<file path="src/rtl/ps2_scancode_rx_if.sv">
// PS/2 receiver bus: raw PS/2 pins in, scancode/strobes out.
// slave  = the receiver, master = whoever drives the pins and consumes codes.
interface ps2_scancode_rx_if;
  logic       ps2_clk;
  logic       ps2_data;
  logic [7:0] scancode;
  logic       valid;
  logic       parity_err;
  logic       frame_err;

  modport master (
    output ps2_clk, ps2_data,
    input  scancode, valid, parity_err, frame_err
  );

  modport slave (
    input  ps2_clk, ps2_data,
    output scancode, valid, parity_err, frame_err
  );
endinterface

</file>
<file path="src/rtl/ps2_scancode_rx.sv">
// PS/2 device-to-host receiver: synchronises and filters the PS/2 clock,
// deserialises 11-bit frames (start, 8 data LSB first, odd parity, stop)
// into scancodes with a one-cycle valid strobe, and flags parity/framing
// errors and inter-edge timeouts.
// Optional build macro: PS2_BREAK_FILTER_EN -- swallow 0xF0 break prefixes
// and the byte that follows them so only make codes reach the consumer.
module ps2_scancode_rx #(
  parameter int FILTER_LEN     = 8,
  parameter int TIMEOUT_CYCLES = 50000
) (
  input logic              clk25,
  input logic              reset,
  ps2_scancode_rx_if.slave bus
);

  localparam int              FW       = $clog2(FILTER_LEN + 1);
  localparam logic [FW-1:0]   FLT_LAST = FW'(FILTER_LEN - 1);
  // Abort on the edge where the idle counter would reach TIMEOUT_CYCLES-1.
  localparam logic [15:0]     TMO_LAST = 16'(TIMEOUT_CYCLES - 2);

  typedef enum logic [1:0] {IDLE, DATA, PARITY, STOP} state_t;

  logic          clk_p0, clk_p1;
  logic          dat_p0, dat_p1;
  logic          clk_filt, clk_filt_d;
  logic [FW-1:0] flt_cnt;
  logic          fe;
  state_t        state;
  logic [2:0]    bit_cnt;
  logic [15:0]   tmo_cnt;
  logic [7:0]    shreg;
  logic          par_bit;
`ifdef PS2_BREAK_FILTER_EN
  logic          break_pending;
`endif

  function automatic logic odd_parity_ok(input logic [7:0] d, input logic p);
    return ^{d, p};
  endfunction

  // Stage p0/p1: two-flop synchronisers on the asynchronous PS/2 pins
  always_ff @(posedge clk25) begin
    if (reset) begin
      clk_p0 <= 1'b1;
      clk_p1 <= 1'b1;
      dat_p0 <= 1'b1;
      dat_p1 <= 1'b1;
    end else begin
      clk_p0 <= bus.ps2_clk;
      clk_p1 <= clk_p0;
      dat_p0 <= bus.ps2_data;
      dat_p1 <= dat_p0;
    end
  end

  // Glitch filter: follow the synchronised clock only after it has held a new level long enough
  always_ff @(posedge clk25) begin
    if (reset) begin
      clk_filt   <= 1'b1;
      clk_filt_d <= 1'b1;
      flt_cnt    <= '0;
    end else begin
      clk_filt_d <= clk_filt;
      if (clk_p1 != clk_filt) begin
        if (flt_cnt == FLT_LAST) begin
          clk_filt <= clk_p1;
          flt_cnt  <= '0;
        end else begin
          flt_cnt <= flt_cnt + 1'b1;
        end
      end else begin
        flt_cnt <= '0;
      end
    end
  end

  assign fe = clk_filt_d & ~clk_filt;

  // Data capture: shift bits in LSB first and latch the parity bit (no reset, data only)
  always_ff @(posedge clk25) begin
    if (fe && state == DATA) shreg <= {dat_p1, shreg[7:1]};
    if (fe && state == PARITY) par_bit <= dat_p1;
  end

  // Frame FSM with timeout and registered scancode/strobe outputs
  always_ff @(posedge clk25) begin
    if (reset) begin
      state          <= IDLE;
      bit_cnt        <= '0;
      tmo_cnt        <= '0;
      bus.scancode   <= 8'h00;
      bus.valid      <= 1'b0;
      bus.parity_err <= 1'b0;
      bus.frame_err  <= 1'b0;
`ifdef PS2_BREAK_FILTER_EN
      break_pending  <= 1'b0;
`endif
    end else begin
      bus.valid      <= 1'b0;
      bus.parity_err <= 1'b0;
      bus.frame_err  <= 1'b0;
      if (state == IDLE) begin
        tmo_cnt <= '0;
        if (fe && !dat_p1) begin
          state   <= DATA;
          bit_cnt <= '0;
        end
      end else if (fe) begin
        tmo_cnt <= '0;
        case (state)
          DATA: begin
            bit_cnt <= bit_cnt + 3'd1;
            if (bit_cnt == 3'd7) state <= PARITY;
          end
          PARITY: state <= STOP;
          default: begin
            state <= IDLE;
            if (!dat_p1) begin
              bus.frame_err <= 1'b1;
`ifdef PS2_BREAK_FILTER_EN
              break_pending <= 1'b0;
`endif
            end else if (!odd_parity_ok(shreg, par_bit)) begin
              bus.parity_err <= 1'b1;
`ifdef PS2_BREAK_FILTER_EN
              break_pending  <= 1'b0;
`endif
            end else begin
`ifdef PS2_BREAK_FILTER_EN
              if (break_pending) begin
                break_pending <= 1'b0;
              end else if (shreg == 8'hF0) begin
                break_pending <= 1'b1;
              end else begin
                bus.scancode <= shreg;
                bus.valid    <= 1'b1;
              end
`else
              bus.scancode <= shreg;
              bus.valid    <= 1'b1;
`endif
            end
          end
        endcase
      end else if (tmo_cnt == TMO_LAST) begin
        state         <= IDLE;
        tmo_cnt       <= '0;
        bus.frame_err <= 1'b1;
`ifdef PS2_BREAK_FILTER_EN
        break_pending <= 1'b0;
`endif
      end else begin
        tmo_cnt <= tmo_cnt + 16'd1;
      end
    end
  end

endmodule

</file>
<file path="src/flat_wrapper.sv">
// flat-port wrapper written by rule: the top's interface ports become plain ports
module ps2_scancode_rx_flat 
#(
  parameter int FILTER_LEN     = 8,
  parameter int TIMEOUT_CYCLES = 50000
)
  (clk25, reset, bus_ps2_clk, bus_ps2_data, bus_scancode, bus_valid, bus_parity_err, bus_frame_err);
  ps2_scancode_rx_if bus_i ();
  input logic clk25;
  input logic reset;
  input wire logic [$bits(bus_i.ps2_clk)-1:0] bus_ps2_clk;
  input wire logic [$bits(bus_i.ps2_data)-1:0] bus_ps2_data;
  output wire logic [$bits(bus_i.scancode)-1:0] bus_scancode;
  output wire logic [$bits(bus_i.valid)-1:0] bus_valid;
  output wire logic [$bits(bus_i.parity_err)-1:0] bus_parity_err;
  output wire logic [$bits(bus_i.frame_err)-1:0] bus_frame_err;
  assign bus_i.ps2_clk = bus_ps2_clk;
  assign bus_i.ps2_data = bus_ps2_data;
  assign bus_scancode = bus_i.scancode;
  assign bus_valid = bus_i.valid;
  assign bus_parity_err = bus_i.parity_err;
  assign bus_frame_err = bus_i.frame_err;
  ps2_scancode_rx #(.FILTER_LEN(FILTER_LEN), .TIMEOUT_CYCLES(TIMEOUT_CYCLES)) u_core (.clk25(clk25), .reset(reset), .bus(bus_i));
endmodule
</file>
<file path="config.mk">
export PLATFORM = sky130hd
export DESIGN_NAME = ps2_scancode_rx_flat
export DESIGN_NICKNAME = d
export VERILOG_FILES = /design/src/rtl/ps2_scancode_rx_if.sv /design/src/rtl/ps2_scancode_rx.sv /design/src/flat_wrapper.sv
export SDC_FILE = /design/constraint.sdc
export NUM_CORES = 1
export LEC_CHECK = 0
export ABC_AREA = 1
export ABC_CLOCK_PERIOD_IN_PS = 2000
export CAP_MARGIN = 5
export CORE_MARGIN = 2
export CORE_UTILIZATION = 58
export CTS_BUF_LIST = sky130_fd_sc_hd__clkbuf_8 sky130_fd_sc_hd__clkbuf_16
export CTS_CLUSTER_SIZE = 14
export DETAILED_ROUTE_END_ITERATION = 10
export PLACE_DENSITY = 0.89
export RECOVER_POWER = 25
export SLEW_MARGIN = 20
export SYNTH_ARGS = -nofsm -noshare
export SYNTH_HDL_FRONTEND = slang
export SYNTH_SLANG_ARGS = --single-unit
</file>
<file path="constraint.sdc">
create_clock -name clk25 -period 2 [get_ports clk25]
set_clock_uncertainty 0.05 [all_clocks]
set_input_delay 0.4 -clock clk25 [delete_from_list [all_inputs] [get_ports clk25]]
set_output_delay 0.4 -clock clk25 [all_outputs]
set_load 0.01 [all_outputs]
</file>
## Word-level counts from Yosys, hierarchy flattened

Cells that the tools add are included.

- Flip-flop bits (word level): 51
- Output and inout bits: 11
- Word-level logic and storage cells: 68

- Add/subtract/negate cells: 3
- Equal/unequal tests: 8
- Multiplexer cells: 16
- Bitwise operators: 7
- Reductions and logical operators: 18

Operators with widths:

| cell | count |
|---|---|
| $add 16x1->16 const B | 1 |
| $eq 16x16->1 const B | 1 |
| $mux 3 | 4 |
| $mux 2 | 5 |
| $reduce_xor 9->1 | 1 |
| $mux 1 | 6 |
| $not 1->1 | 6 |
| $reduce_and 3->1 | 2 |
| $reduce_or 6->1 | 1 |
| $reduce_and 5->1 | 1 |
| $add 4x1->4 const B | 1 |
| $eq 4x3->1 const B | 1 |
| $ne 4x4->1 const B | 1 |
| $pmux 2 s2 | 1 |
| $reduce_bool 2->1 | 2 |
| $reduce_or 2->1 | 2 |
| $reduce_or 4->1 | 1 |
| $add 3x1->3 const B | 1 |
| $eq 3x3->1 const B | 1 |
| $logic_and 1x1->1 | 3 |
| $reduce_bool 3->1 | 1 |
| $reduce_or 3->1 | 1 |
| $eq 2x1->1 const B | 1 |
| $eq 2x2->1 const B | 1 |
| 6 further kinds | 6 |

## Longest topological paths before layout

- Depth after elaboration: 5
- Mapped depth: 12
- Depth with buffers taken out: 11

## Worst setup path before layout

Ideal clock, no wire load.

- Path type: flip-flop to flip-flop
- Start: register u_core.tmo_cnt[0]
- End: register u_core.tmo_cnt[12]
- Library setup time: 0.072 ns
- Arrival: 1.369 ns
- Setup slack: 0.509 ns
- Stages on the path, launching flop included: 9
- Buffers on the path: 0
- Period minus slack after synthesis: 1.491 ns
- Path through: dfxtp_1 ha_1 inv_1 nor2_4 nand2_2 nor3_4 nand4_1 or2_0 a21oi_1

- Longest elaborated chain between the ends: 2
- Elaborated cells on any way between the ends: 3
- Those cells by class: add/sub (1); eq/ne (1); reduce/logical (1)

RTL lines:

| what | RTL line | source |
|---|---|---|
| start: declaration | ps2_scancode_rx.sv:30 | `logic [15:0] tmo_cnt;` |
| start signal: assignment | ps2_scancode_rx.sv:153 | `tmo_cnt <= tmo_cnt + 16'd1;` |
| parallel branches: the longest is 2 deep, another holds $add 16x1->16 | n/a |  |

Several ways; the timed one is not identified.
A chain may end at the register's enable or synchronous reset.

## Final worst setup path

Ends and elaborated chain as after synthesis.

==> impl_metrics.json <==
{
  "drv_cap": 0,
  "synth.largest_area_cell": "dfxtp_1",
  "worst_ir_drop_vdd_mv": 0.479,
  "drt_wl_total_microns": 4370,
  "hold_start": "u_core.clk_p0",
  "post_cts.repair.setup_buffers": 0,
  "clock_tree_from_tritoncts": "done",
  "simple_logic_cell_fraction_of_the_synthesized_area": 0.353,
  "numClockSinks": 51,
  "final-hold-violation-count": 0,
  "synth-warning-count": 0,
  "synthesis.area_per_instance_sq_um": 7.77,
  "clock_tree.root_cell": "clkbuf_8",
  "top_cells_by_count_synth": "nand2_1, nor2_1, dfxtp_1, inv_1, nand3_1",
  "final-setup-viol-count": 0,
  "synth_seq_cells": 51,
  "timing.critical_path.to_type": "register",
  "flip_flop_cell_with_the_highest_count_after_synthesis": "dfxtp_1",
  "power_frac_seq": 0.621,
  "cp_max_fo": 4,
  "combinationalPowerShare": 0.037,
  "cp.arrival_ns": 1.91,
  "die-area_sq_um": 4760,
  "synth_enable_flop_cells": 9,
  "clockBufferDepth": 2,
  "worst_path_largest_cell_delay_ns": 0.41,
  "clk_pin_slew_worst_paths_ns": 0.09,
  "intPower_w": 0.00132,
  "reg2regPathDepth": 8,
  "synth.top_cell.area_share": 0.344,
  "synthCells": 315,
  "dominant_combinational_cell_family_by_area_after_synthesis": "simple AND/OR/NAND/NOR gates",
  "outcome": "finished, final reports clean",
  "number_of_buffers_inserted_during_clock_tree_synthesis": 5,
  "final_max_slew_viol_count": 0,
  "timing.critical_path.required_ns": 2.19,
  "boundaryPins": 15,
  "detail_route.vias_per_cell": 5.02,
  "maximum_number_of_pins_on_one_net_before_global_route_repair": 17,
  "fp.coreArea_sq_um": 4030,
  "fin_tns_setup_ns": 0,
  "hold-worst-slack_ns": 0.374,
  "postCtsResizedCells": 0,
  "unique_masters_post_synth": 32,
  "critical_setup_path_class": "reg -> reg",
  "remaining_drc_errors": 0,
  "finish.net_count": 347,
  "fillers": 328,
  "cell_pwr_density_nw_per_um2": 622,
  "gr-total-overflow": 0,
  "reg2reg_setup_slack_ns": 0.27,
  "initial_antenna_violation_count": 0,
  "ctsHoldBuffers": 0,
  "min_period_ns": 1.73,
  "grt_pass1_wl_microns": 7160,
  "count_of_antenna_violating_nets_left_after_detailed_routing": 0,
  "insertedDiodeCount": 0,
  "post-route-util": 0.677,
  "net-switching-power_w": 0.000380,
  "post_synthesis_share_of_cell_area_spent_on_full_adders_half_adders_and_majority_gates": 0.0460,
  "r2r_start": "u_core.tmo_cnt[0]",
  "synth_mux_area_frac": 0,
  "rsz_0062_raised_after_global_routing": "false",
  "synth-async-reset-ratio": 0,
  "first_global_vias": 1715,
  "vias": 1933,
  "crit_slowest_cell": "dfxtp_1",
  "worst_pin_slew_ns": 0.408,
  "hold-path-endpoint": "u_core.clk_p1",
  "post_drt_wl_per_cell_microns": 11.3,
  "reg2reg_to": "u_core.tmo_cnt[12]",
  "post_synth_main_area_contributors": "dfxtp_1, nand2_1, edfxtp_1",
  "compound_gate_portion_of_the_synthesized_area": 0.0348,
  "worst_hold_path_type": "reg -> reg",
  "place.port_buffers": 14,
  "htree_num_levels": 2,
  "die-height_microns": 69.0,
  "period_share": 0.863,
  "synthMostInstantiatedCell": "nand2_1",
  "hpwl_microns": 3210,
  "initial_utilization": 0.607,
  "power_leakage_nw": 1.18,
  "power_frac_clock": 0.342,
  "worstSkewPairLatency_ns": 0.30,
  "dr.pass1.iters": 4,
  "slew_headroom": 0.728,
  "initialDrtViolationCount": 82,
  "die-width_microns": 69.0,
  "post_synth_instance_area_sq_um": 2450,
  "worstPathCellList": "ha_1 -> inv_1 -> nor2_4 -> nand2_2 -> nor3_4 -> nand4_1 -> or2_0 -> a21oi_1",
  "synthesis.nets": 328,
  "post_synth_xor_area_fraction": 0.0322,
  "floorplan.rows": 23,
  "seq_area_frac_synth": 0.454,
  "synthToLayoutAreaGrowth_pct": 11.5,
  "power.share.switching": 0.224,
  "place.gp.congestion": 0.767,
  "globalRouteTotalUtil": 0.205,
  "cp-start-kind": "register",
  "achievable_freq_mhz": 579,
  "drive_above_1_share": 0.122,
  "timing.hold.worst_path_depth": 1
}
placed cells by master, fill, tap and decap left out, types with 8 or more instances in the layout:
master / n
edfxtp_1: 9
nand3_1: 14
dfxtp_1: 42
clkdlybuf4s50_1: 13
nor2_1: 51
a21oi_1: 9
nand2_2: 8
ha_1: 9
nand2_1: 75
inv_1: 39
layout make-up:
type	instances	area, sq um	share of cell area
inverter	43	161	0.0592
clock buffer	5	68.8	0.0252
multi-input combinational	216	1140	0.418
tap	50	62.6	0.0229
sequential	51	1110	0.407
clock inverter	3	20.0	0.00734
timing repair buffer	17	163	0.0596
power groups by stage:
stage / logic (W) / clock network (W) / registers, W
finish: 0.0000626 / 0.000579 / 0.00105
global route: 0.0000713 / 0.000621 / 0.00105
CTS: 0.0000624 / 0.000588 / 0.00105
detailed placement: 0.0000613 / 0 / 0.00108
global placement: 0.0000592 / 0 / 0.00108
floorplan: 0.0000435 / 0 / 0.00108
sequential cells by signal (all words and copies together) (netlist names):
register	cells
u_core.tmo_cnt	16
u_core.bus.scancode	8
u_core.shreg	8
u_core.flt_cnt	4
u_core.bit_cnt	3
u_core.state	2
u_core.bus.frame_err	1
u_core.bus.parity_err	1
u_core.bus.valid	1
u_core.clk_filt	1
u_core.clk_filt_d	1
u_core.clk_p0	1
u_core.clk_p1	1
u_core.dat_p0	1
u_core.dat_p1	1
u_core.par_bit	1
worst max-delay path: cells and delay by family (launching register included):
kind / cells / cell delay (ns)
adder cells (fa/ha/maj): 1 / 0.22
buffers and inverters: 1 / 0.08
flip-flops: 1 / 0.41
AO/OA/AOI/OAI: 1 / 0.12
AND/OR/NAND/NOR: 5 / 0.78
cells by family (layout without fill, tap and decap cells):
group / Yosys count / in the layout
AOI/OAI and AO/OA: 15 / 15
xor gates and xnor gates: 9 / 9
adders and majority gates: 9 / 9
buffers and inverters: 48 / 68
DFF: 51 / 51
and+or+nand+nor: 183 / 183
worst max-delay path by stage:
stage	end	slack, ns	depth (start not counted)	from
2_1_floorplan	u_core.tmo_cnt[12]	0.51	8	u_core.tmo_cnt[0]
6_report	u_core.tmo_cnt[12]	0.27	8	u_core.tmo_cnt[0]
4_1_cts	u_core.tmo_cnt[12]	0.26	8	u_core.tmo_cnt[0]
3_5_place_dp	u_core.bus.valid	0.29	5	reset
5_1_grt	u_core.tmo_cnt[12]	0.09	8	u_core.tmo_cnt[0]
3_3_place_gp	u_core.tmo_cnt[11]	0.32	5	reset
per-stage QoR:
stage | total power (W) | area (sq um) | worst slack, ns | cells
after floorplan | 0.00112 | 2450 | 0.509 | 315
after global placement | 0.00114 | 2640 | 0.325 | 377
after detailed placement | 0.00114 | 2640 | 0.285 | 377
after CTS | 0.00170 | 2730 | 0.262 | 385
after global routing | 0.00175 | 2730 | 0.0908 | 385
final | 0.00170 | 2730 | 0.274 | 385
per-layer routing:
layer / track usage / wire (microns) / part of all wire / vias up
met1: 0.245 / 1990 / 0.45 / 869
met5: 0 / 0 / 0 / -
met3: 0.0373 / 123 / 0.028 / 14
li1: - / - / - / 1018
met4: 0.120 / 135 / 0.031 / 0
met2: 0.345 / 2120 / 0.49 / 32
Power figures use the tool's default switching activity.
